$ cat src/rtl/sensor_read_sched_if.sv
// Bundles the CGRA-side request/result signals and the external sensor bus of sensor_read_sched.
// master = the scheduler itself; slave = the CGRA context unit / sensor bus side.
interface sensor_read_sched_if #(
    parameter int SENSOR_ID_WIDTH   = 8,
    parameter int SENSOR_DATA_WIDTH = 32,
    parameter int FIFO_ADDR_WIDTH   = 2
);
    logic                         EN_I;
    logic [SENSOR_ID_WIDTH-1:0]   SENSOR_ADDR_I;
    logic                         SENSOR_READ_EN_I;
    logic                         CLEAR_I;
    logic                         STALL_O;
    logic                         OVERFLOW_O;
    logic [FIFO_ADDR_WIDTH:0]     PENDING_O;
    logic                         BUS_REQ_O;
    logic [SENSOR_ID_WIDTH-1:0]   BUS_ADDR_O;
    logic                         BUS_ACK_I;
    logic [SENSOR_DATA_WIDTH-1:0] BUS_DATA_I;
    logic                         RESULT_VALID_O;
    logic [SENSOR_DATA_WIDTH-1:0] RESULT_DATA_O;
    logic [SENSOR_ID_WIDTH-1:0]   RESULT_ID_O;
    logic                         RESULT_ERR_O;

    modport master (
        input  EN_I, SENSOR_ADDR_I, SENSOR_READ_EN_I, CLEAR_I, BUS_ACK_I, BUS_DATA_I,
        output STALL_O, OVERFLOW_O, PENDING_O, BUS_REQ_O, BUS_ADDR_O,
               RESULT_VALID_O, RESULT_DATA_O, RESULT_ID_O, RESULT_ERR_O
    );

    modport slave (
        output EN_I, SENSOR_ADDR_I, SENSOR_READ_EN_I, CLEAR_I, BUS_ACK_I, BUS_DATA_I,
        input  STALL_O, OVERFLOW_O, PENDING_O, BUS_REQ_O, BUS_ADDR_O,
               RESULT_VALID_O, RESULT_DATA_O, RESULT_ID_O, RESULT_ERR_O
    );
endinterface

$ cat src/rtl/sensor_read_sched.sv
// Queues CGRA sensor read requests and serialises them onto a req/ack sensor bus with timeout.
// Latency: push to bus request 1 edge, push to result 2 edges minimum; results in push order.
// Backpressure: STALL_O when the request FIFO is full; further requests are dropped and flagged sticky in OVERFLOW_O.
module sensor_read_sched #(
    parameter int SENSOR_ID_WIDTH   = 8,
    parameter int SENSOR_DATA_WIDTH = 32,
    parameter int FIFO_DEPTH        = 4,
    parameter int FIFO_ADDR_WIDTH   = 2,
    parameter int TIMEOUT_CYCLES    = 255
) (
    input  logic                CGRA_CLK_I,
    input  logic                RST_N_I,
    sensor_read_sched_if.master io
);
    typedef enum logic {IDLE, REQ} state_t;

    localparam logic [FIFO_ADDR_WIDTH:0] DEPTH_CNT = (FIFO_ADDR_WIDTH+1)'(FIFO_DEPTH);
    localparam logic [15:0]              TMO_LAST  = 16'(TIMEOUT_CYCLES - 1);

    state_t                       state;
    logic [SENSOR_ID_WIDTH-1:0]   fifo_mem [FIFO_DEPTH];
    logic [FIFO_ADDR_WIDTH-1:0]   wr_ptr;
    logic [FIFO_ADDR_WIDTH-1:0]   rd_ptr;
    logic [FIFO_ADDR_WIDTH:0]     count;
    logic [15:0]                  tmo_cnt;
    logic                         overflow;
    logic                         bus_req;
    logic [SENSOR_ID_WIDTH-1:0]   bus_addr;
    logic [SENSOR_ID_WIDTH-1:0]   held_id;
    logic                         res_vld;
    logic [SENSOR_DATA_WIDTH-1:0] res_dat;
    logic [SENSOR_ID_WIDTH-1:0]   res_id;
    logic                         res_err;

    logic push_req, full, pop, push, ovf_set;

    assign push_req = io.EN_I & io.SENSOR_READ_EN_I;
    assign full     = (count == DEPTH_CNT);
    assign pop      = (state == IDLE) && (count != '0);
    // A full FIFO still accepts a request if the head leaves at the same edge.
    assign push     = push_req && (!full || pop);
    assign ovf_set  = push_req && full && !pop;

    always_ff @(posedge CGRA_CLK_I) begin
        if (push) fifo_mem[wr_ptr] <= io.SENSOR_ADDR_I;
    end

    always_ff @(posedge CGRA_CLK_I or negedge RST_N_I) begin
        if (!RST_N_I) begin
            wr_ptr   <= '0;
            rd_ptr   <= '0;
            count    <= '0;
            overflow <= 1'b0;
        end else begin
            if (push) wr_ptr <= wr_ptr + 1'b1;
            if (pop)  rd_ptr <= rd_ptr + 1'b1;
            case ({push, pop})
                2'b10:   count <= count + 1'b1;
                2'b01:   count <= count - 1'b1;
                default: count <= count;
            endcase
            if (ovf_set)         overflow <= 1'b1;
            else if (io.CLEAR_I) overflow <= 1'b0;
        end
    end

    always_ff @(posedge CGRA_CLK_I or negedge RST_N_I) begin
        if (!RST_N_I) begin
            state    <= IDLE;
            tmo_cnt  <= '0;
            bus_req  <= 1'b0;
            bus_addr <= '0;
            held_id  <= '0;
            res_vld  <= 1'b0;
            res_dat  <= '0;
            res_id   <= '0;
            res_err  <= 1'b0;
        end else begin
            res_vld <= 1'b0;
            case (state)
                IDLE: begin
                    if (count != '0) begin
                        bus_addr <= fifo_mem[rd_ptr];
                        held_id  <= fifo_mem[rd_ptr];
                        bus_req  <= 1'b1;
                        tmo_cnt  <= '0;
                        state    <= REQ;
                    end else begin
                        bus_req  <= 1'b0;
                    end
                end
                REQ: begin
                    if (io.BUS_ACK_I) begin
                        res_dat <= io.BUS_DATA_I;
                        res_id  <= held_id;
                        res_err <= 1'b0;
                        res_vld <= 1'b1;
                        bus_req <= 1'b0;
                        state   <= IDLE;
                    end else if (tmo_cnt == TMO_LAST) begin
                        // Counter would reach TIMEOUT_CYCLES on this edge: abort with an error result.
                        res_dat <= '0;
                        res_id  <= held_id;
                        res_err <= 1'b1;
                        res_vld <= 1'b1;
                        bus_req <= 1'b0;
                        state   <= IDLE;
                    end else begin
                        tmo_cnt <= tmo_cnt + 1'b1;
                    end
                end
                default: state <= IDLE;
            endcase
        end
    end

    assign io.STALL_O        = full;
    assign io.OVERFLOW_O     = overflow;
    assign io.PENDING_O      = count;
    assign io.BUS_REQ_O      = bus_req;
    assign io.BUS_ADDR_O     = bus_addr;
    assign io.RESULT_VALID_O = res_vld;
    assign io.RESULT_DATA_O  = res_dat;
    assign io.RESULT_ID_O    = res_id;
    assign io.RESULT_ERR_O   = res_err;
endmodule

$ cat src/flat_wrapper.sv
// flat-port wrapper written by rule: the top's interface ports become plain ports
module sensor_read_sched_flat 
#(
    parameter int SENSOR_ID_WIDTH   = 8,
    parameter int SENSOR_DATA_WIDTH = 32,
    parameter int FIFO_DEPTH        = 4,
    parameter int FIFO_ADDR_WIDTH   = 2,
    parameter int TIMEOUT_CYCLES    = 255
)
  (CGRA_CLK_I, RST_N_I, io_EN_I, io_SENSOR_ADDR_I, io_SENSOR_READ_EN_I, io_CLEAR_I, io_BUS_ACK_I, io_BUS_DATA_I, io_STALL_O, io_OVERFLOW_O, io_PENDING_O, io_BUS_REQ_O, io_BUS_ADDR_O, io_RESULT_VALID_O, io_RESULT_DATA_O, io_RESULT_ID_O, io_RESULT_ERR_O);
  sensor_read_sched_if #(.SENSOR_ID_WIDTH(SENSOR_ID_WIDTH), .SENSOR_DATA_WIDTH(SENSOR_DATA_WIDTH), .FIFO_ADDR_WIDTH(FIFO_ADDR_WIDTH)) io_i ();
  input  logic CGRA_CLK_I;
  input  logic RST_N_I;
  input wire logic [$bits(io_i.EN_I)-1:0] io_EN_I;
  input wire logic [$bits(io_i.SENSOR_ADDR_I)-1:0] io_SENSOR_ADDR_I;
  input wire logic [$bits(io_i.SENSOR_READ_EN_I)-1:0] io_SENSOR_READ_EN_I;
  input wire logic [$bits(io_i.CLEAR_I)-1:0] io_CLEAR_I;
  input wire logic [$bits(io_i.BUS_ACK_I)-1:0] io_BUS_ACK_I;
  input wire logic [$bits(io_i.BUS_DATA_I)-1:0] io_BUS_DATA_I;
  output wire logic [$bits(io_i.STALL_O)-1:0] io_STALL_O;
  output wire logic [$bits(io_i.OVERFLOW_O)-1:0] io_OVERFLOW_O;
  output wire logic [$bits(io_i.PENDING_O)-1:0] io_PENDING_O;
  output wire logic [$bits(io_i.BUS_REQ_O)-1:0] io_BUS_REQ_O;
  output wire logic [$bits(io_i.BUS_ADDR_O)-1:0] io_BUS_ADDR_O;
  output wire logic [$bits(io_i.RESULT_VALID_O)-1:0] io_RESULT_VALID_O;
  output wire logic [$bits(io_i.RESULT_DATA_O)-1:0] io_RESULT_DATA_O;
  output wire logic [$bits(io_i.RESULT_ID_O)-1:0] io_RESULT_ID_O;
  output wire logic [$bits(io_i.RESULT_ERR_O)-1:0] io_RESULT_ERR_O;
  assign io_i.EN_I = io_EN_I;
  assign io_i.SENSOR_ADDR_I = io_SENSOR_ADDR_I;
  assign io_i.SENSOR_READ_EN_I = io_SENSOR_READ_EN_I;
  assign io_i.CLEAR_I = io_CLEAR_I;
  assign io_i.BUS_ACK_I = io_BUS_ACK_I;
  assign io_i.BUS_DATA_I = io_BUS_DATA_I;
  assign io_STALL_O = io_i.STALL_O;
  assign io_OVERFLOW_O = io_i.OVERFLOW_O;
  assign io_PENDING_O = io_i.PENDING_O;
  assign io_BUS_REQ_O = io_i.BUS_REQ_O;
  assign io_BUS_ADDR_O = io_i.BUS_ADDR_O;
  assign io_RESULT_VALID_O = io_i.RESULT_VALID_O;
  assign io_RESULT_DATA_O = io_i.RESULT_DATA_O;
  assign io_RESULT_ID_O = io_i.RESULT_ID_O;
  assign io_RESULT_ERR_O = io_i.RESULT_ERR_O;
  sensor_read_sched #(.SENSOR_ID_WIDTH(SENSOR_ID_WIDTH), .SENSOR_DATA_WIDTH(SENSOR_DATA_WIDTH), .FIFO_DEPTH(FIFO_DEPTH), .FIFO_ADDR_WIDTH(FIFO_ADDR_WIDTH), .TIMEOUT_CYCLES(TIMEOUT_CYCLES)) u_core (.CGRA_CLK_I(CGRA_CLK_I), .RST_N_I(RST_N_I), .io(io_i));
endmodule
$ cat config.mk
export PLATFORM = sky130hd
export DESIGN_NAME = sensor_read_sched_flat
export DESIGN_NICKNAME = d
export VERILOG_FILES = /design/src/rtl/sensor_read_sched_if.sv /design/src/rtl/sensor_read_sched.sv /design/src/flat_wrapper.sv
export SDC_FILE = /design/constraint.sdc
export NUM_CORES = 1
export LEC_CHECK = 0
export CORE_MARGIN = 2
export CORE_UTILIZATION = 43
export DETAILED_ROUTE_END_ITERATION = 6
export PLACE_DENSITY = 0.67
export SYNTH_ARGS = -nofsm -noshare
export SYNTH_HDL_FRONTEND = slang
export SYNTH_SLANG_ARGS = --single-unit
export TNS_END_PERCENT = 10
$ cat constraint.sdc
create_clock -name CGRA_CLK_I -period 2.1 [get_ports CGRA_CLK_I]
set_input_delay 0.42 -clock CGRA_CLK_I [delete_from_list [all_inputs] [get_ports CGRA_CLK_I]]
set_output_delay 0.42 -clock CGRA_CLK_I [all_outputs]
set_load 0.02 [all_outputs]
==> metrics.txt, run 1 <==
outcome=complete, no violations; antenna-violating nets left=0; H-Tree Depth=3; Final TNS setup=0 ns; final cycle utilization of the critical path=89.2%; Layout area overhead=33.1%; fin nets=488; Synth Area in Compound Gates=11.5%; worst slew pin tran=0.556 ns; Site Rows=36; via-per-instance ratio=5.24; Design Power=8.19 mW; final wirelength=9.19 mm; initial antenna violation count=0; Crit. End Element=output port; post-route cell area=5840 µm²; top-area cell type share of the netlist area=43.3%; number of global-route vias before repair=2,885; Starting Density=44.7%; ratio of cells with drive above 1 in the final layout=13.2%; CTS buffer count=9; Cells after Synth=322; largest family of logic cells by synthesized area=compound AO/OA/AOI/OAI gates; RSZ-0062 raised after global routing=false; utilization after layout=59.5%; adder-cell share of the synthesized area=2.17%; all-layer global routing usage=17.1%; sequential element share of the synthesized area=65.2%; cell count after placement=552; Area after DPL=5610 µm²; Async SR Flop Fraction=70.4%; Max Cap Violations=0; Mapped Area=4390 µm²; Setup WS post-layout=0.227 ns; Slew HR=62.9%; Skew-Pair Late Insertion Delay=0.38 ns; I/O pins=102; Root Buffer=clkbuf_8; Max Slew Vio Count=0; DRT iter0 DRCs=145; worst hold margin=0.503 ns; multi-input logic area=1420 µm²; CP Data Required Time=1.68 ns; Seq. cell area=2860 µm²; drc violations=0; port bufs=101; PD cells=1400 nW/µm²; Max VDD drop=544 µV; dpl ws=0.00515 ns; 1st-pass router iterations=4; number of synthesized flops with an enable pin=32; pin count of the biggest net entering global routing=34; Routed WL per cell=16.0 µm; min-delay worst type=reg2reg; Crit Path Max Fanout=4; Fin. Hold Viols=0; Leakage=2.46 nW; register bit total from synthesis=108; syn_area_per_cell=13.6 µm²; xor/xnor share of the synthesized area=1.20%; # fillers=846; endpoints failing setup=0; Netlist cell types=42; maximum root-to-sink buffer count=2; Max Clock Skew=0.0130 ns; post-layout minimum cycle time=1.87 ns; first-pass GRT wire length=15.0 mm; chip height=105 µm; Post-Synth Simple-Gate Area=9.81%; area of the die=11,000 µm²; synth top area cells=dfrtp_1 (43%), edfxtp_1 (22%), a22o_1 (6.6%), mux4_2 (4.1%), nand2_1 (3.5%); crit start category=register; critical path type=reg2out; Synthesized Nets=375; core area=9820 µm²; GRT overflow=0; Non-Filler Instances=573; Die X-Extent=105 µm; CTS tree=built; Max Freq=0.534 GHz; via count=3,003; Placer Congestion=0.785; mux contribution to synthesized area=7.35%; yosys warns=0; post-detail-place hpwl=6.58 mm; CTS sink cnt=108; Clock Pin Slew Worst Setup and Hold Paths=0.11 ns; dominant synthesized flop cell=dfrtp_1; Diodes inserted=0; Critical Path AT=1.45 ns; leading area contributor after synthesis=dfrtp_1
## metal layers
layer	track usage, %	vias up	part of all wire, %
li1	-	1398	-
met5	0	-	0
met1	24.6	1484	48
met4	6.00	0	1.4
met2	25.7	107	44
met3	3.81	14	6.2
## layout by cell type, fill, tap and decap left out, types with 5 or more instances in the layout
master	synthesis	final
edfxtp_1	32	32
mux2_4	6	6
a22o_1	33	33
inv_1	10	10
clkdlybuf4s50_1	0	99
and2_1	6	6
nor2_1	7	7
ha_1	6	6
nand3_1	10	10
mux4_2	8	8
nand2_1	41	41
o21ai_0	19	19
clkbuf_8	0	9
dfrtp_1	76	76
buf_4	0	15
a31oi_1	5	5
a21oi_1	6	6
## path summary, 6_finish.rpt
check	startpoint	endpoint	depth (start not counted)	slack, ns
setup / recovery	u_core.io.PENDING_O[1]$_DFFE_PN0P_	io_STALL_O	2	0.23
hold / removal	u_core.io.BUS_REQ_O$_DFFE_PN0P_	u_core.io.BUS_REQ_O$_DFFE_PN0P_	2	0.50
setup reg to reg	u_core.tmo_cnt[0]$_DFFE_PN0P_	u_core.io.RESULT_DATA_O[0]$_DFFE_PN0P_	8	0.25
hold reg to reg	u_core.io.BUS_REQ_O$_DFFE_PN0P_	u_core.io.BUS_REQ_O$_DFFE_PN0P_	2	0.50
max in group asynchronous	RST_N_I	u_core.io.RESULT_DATA_O[20]$_DFFE_PN0P_	3	0.99
min in group asynchronous	RST_N_I	u_core.io.RESULT_DATA_O[10]$_DFFE_PN0P_	2	0.52
## worst max-delay path: stages (launching register included)
cell,delay [ns]
dfrtp_1,0.43
nor3b_2,0.27
dlygate4sd2_1,0.38
## cell type report
type	count	share of cell area (%)
multi-input combinational	186	24.3
inverter	12	0.771
clock buffer	9	2.12
clock inverter	7	1.07
sequential	108	49.0
tap	133	2.85
timing repair buffer	118	19.9
## what timing repair did
action,4_1_cts,5_1_grt
pin swaps,0,1
gates resized for setup,2,0
setup endpoints to repair,1,17
endpoints found under the hold margin,28,0
hold buffers,1,0
cloned,0,0
buffers inserted,0,4
## cells by family after synthesis
family | after synthesis
and+or+nand+nor | 84
muxes | 19
AOI/OAI and AO/OA | 70
adders and majority gates | 7
xor gates and xnor gates | 6
DFF | 108
buffers and inverters | 28
## synthesized netlist by cell type (5+ instances only)
master and n:
dfrtp_1 76, ha_1 6, a22o_1 33, buf_2 7, a21oi_1 6, a31oi_1 5
edfxtp_1 32, nand2_1 41, mux4_2 8, inv_1 10, nand3_1 10, clkbuf_1 6
nor2_1 7, and2_1 6, o21ai_0 19, mux2_4 6
## power breakdown
part | internal [mW] | total, mW | switching, mW
sequential | 2.84 | 3.33 | 0.496
clock | 0.461 | 1.22 | 0.758
combinational | 1.86 | 3.63 | 1.78
total | 5.16 | 8.19 | 3.03
## sequential cells by signal, indices dropped and copies added (netlist names)
name                      flops
u_core.fifo_mem              32
u_core.io.RESULT_DATA_O      32
u_core.tmo_cnt               16
u_core.io.BUS_ADDR_O          8
u_core.io.RESULT_ID_O         8
u_core.io.PENDING_O           3
u_core.rd_ptr                 2
u_core.wr_ptr                 2
u_core.io.BUS_REQ_O           1
u_core.io.OVERFLOW_O          1
u_core.io.RESULT_ERR_O        1
u_core.io.RESULT_VALID_O      1
u_core.state                  1
Note: power is estimated with default switching activity, not from simulation.
==> run 2: changes to the inputs <==
--- a/config.mk
+++ b/config.mk
@@ -5,7 +5,7 @@
 export SDC_FILE = /design/constraint.sdc
 export NUM_CORES = 1
 export LEC_CHECK = 0
-export CORE_MARGIN = 2
+export CORE_MARGIN = 4
 export CORE_UTILIZATION = 43
 export DETAILED_ROUTE_END_ITERATION = 6
 export PLACE_DENSITY = 0.67
==> constraint.sdc (replaced) <==
create_clock -name CGRA_CLK_I -period 2.14 [get_ports CGRA_CLK_I]
set_input_delay 0.428 -clock CGRA_CLK_I [delete_from_list [all_inputs] [get_ports CGRA_CLK_I]]
set_output_delay 0.428 -clock CGRA_CLK_I [all_outputs]
set_load 0.02 [all_outputs]
==> metrics.txt, run 2 (synthesis gave the netlist of run 1 again) <==
Max Clock Skew=0.0130 ns; RSZ-0062 raised after global routing=false; commonest cells after routing, fill and taps aside=clkdlybuf4s50_1 (99), dfrtp_1 (76), nand2_1 (41), a22o_1 (33), edfxtp_1 (32); Site Rows=36; commonest non-fill, non-tap cell in the layout=clkdlybuf4s50_1; chip height=109 µm; Post-CTS Setup Inserts=0; endpoints failing setup=0; Max VDD drop=566 µV; Slew HR=58.9%; worst hold margin=0.00491 ns; Placer Congestion=0.815; Max stage delay cell, worst path=dfrtp_1; CP Data Required Time=2.44 ns; Hold Buf Count CTS=0; Switch Pwr=2.97 mW; all-layer global routing usage=16.8%; Seq pwr share=41.1%; Clock Pin Slew Worst Setup and Hold Paths=0.10 ns; GRT overflow=0; switching share of power=37.1%; 1st-pass router iterations=4; final wirelength=9.37 mm; Diodes inserted=0; Routed WL per cell=16.6 µm; core area=9860 µm²; utilization after layout=58.7%; post-layout minimum cycle time=1.94 ns; Max Cap Violations=0; worst slew pin tran=0.612 ns; Crit Path Max Fanout=23; CTS sink cnt=108; pin count of the biggest net entering global routing=37; fin nets=481; via count=2,930; DRT iter0 DRCs=236; via-per-instance ratio=5.18; Die X-Extent=109 µm; area of the die=11,900 µm²; final cycle utilization of the critical path=90.8%; I/O pins=102; critical path type=reg2reg; first-pass GRT wire length=15.5 mm; CTS buffer count=9; Fin. Hold Viols=0; outcome=complete, no violations; PD cells=1380 nW/µm²; min-delay worst type=in2async; H-Tree Depth=3; crit path cell chain=inv_1, ha_1, nor4b_4, nand4_4, inv_2, o21ai_4, buf_4, a22o_1; CP delay by family, top=compound AO/OA/AOI/OAI gates; CP peak stage delay=0.43 ns; antenna-violating nets left=0; Design Power=7.99 mW; Comb power frac=44.1%; Starting Density=44.5%; Max Slew Vio Count=0; cell-internal power=5.03 mW; Root Buffer=clkbuf_8; Worst Path Buf+Inv=3; Critical Path AT=2.25 ns; post-detail-place hpwl=6.90 mm; maximum root-to-sink buffer count=2; Crit. End Element=register; initial antenna violation count=0; number of global-route vias before repair=3,005; port bufs=101; crit start category=register; Leakage=2.42 nW; Skew-Pair Late Insertion Delay=0.37 ns; Max Freq=0.515 GHz; drc violations=0; CTS tree=built; ratio of cells with drive above 1 in the final layout=11.8%; Clock Power Share=14.8%; Layout area overhead=31.9%
==> run 2: metal layers <==
layer | GRT usage (%) | share of wire [%] | vias up
li1 | - | - | 1385
met1 | 23.5 | 44 | 1434
met2 | 25.9 | 47 | 102
met3 | 4.62 | 8.1 | 9
met4 | 4.96 | 0.89 | 0
met5 | 0 | 0 | -
==> run 2: cell type report <==
class	count	area [µm²]
fill	791	4080
sequential	108	2860
multi-input combinational	186	1420
timing repair buffer	111	1110
tap	133	166
clock buffer	9	124
clock inverter	7	66.3
inverter	12	45.0
==> run 2: repair_timing <==
action,in CTS,in global routing
resized for setup,2,0
endpoints found under the hold margin,0,0
setup endpoints to repair,1,0
==> run 2: worst paths after layout <==
path | from | endpoint | slack (ns) | cells past startpoint
max in group asynchronous | RST_N_I | u_core.io.RESULT_DATA_O[16]$_DFFE_PN0P_ | 1.59 | 2
min | RST_N_I | u_core.io.RESULT_DATA_O[0]$_DFFE_PN0P_ | 0.005 | 1
max reg2reg | u_core.tmo_cnt[0]$_DFFE_PN0P_ | u_core.io.RESULT_DATA_O[5]$_DFFE_PN0P_ | 0.20 | 8
min in group CGRA_CLK_I | u_core.io.BUS_REQ_O$_DFFE_PN0P_ | u_core.io.BUS_REQ_O$_DFFE_PN0P_ | 0.49 | 2
max | u_core.tmo_cnt[0]$_DFFE_PN0P_ | u_core.io.RESULT_DATA_O[5]$_DFFE_PN0P_ | 0.20 | 8
min reg2reg | u_core.io.BUS_REQ_O$_DFFE_PN0P_ | u_core.io.BUS_REQ_O$_DFFE_PN0P_ | 0.49 | 2
==> run 2: power groups by stage <==
stage / clock network [mW] / logic [mW] / registers, mW
floorplan: 0 / 1.46 / 3.79
global placement: 0 / 3.49 / 3.32
detailed placement: 0 / 3.55 / 3.33
CTS: 1.23 / 3.57 / 3.29
global route: 1.33 / 3.82 / 3.38
finish: 1.18 / 3.52 / 3.28
==> run 2: metrics by stage <==
stage | cell area, µm² | instances | TNS [ns] | worst slack [ns]
after global routing | 5790 | 566 | 0 | 0.0500
after global placement | 5600 | 550 | 0 | 0.0953
after CTS | 5790 | 566 | 0 | 0.172
after floorplan | 4390 | 322 | 0 | 0.104
after detailed placement | 5600 | 550 | -0.0475 | -0.00642
final | 5790 | 566 | 0 | 0.198
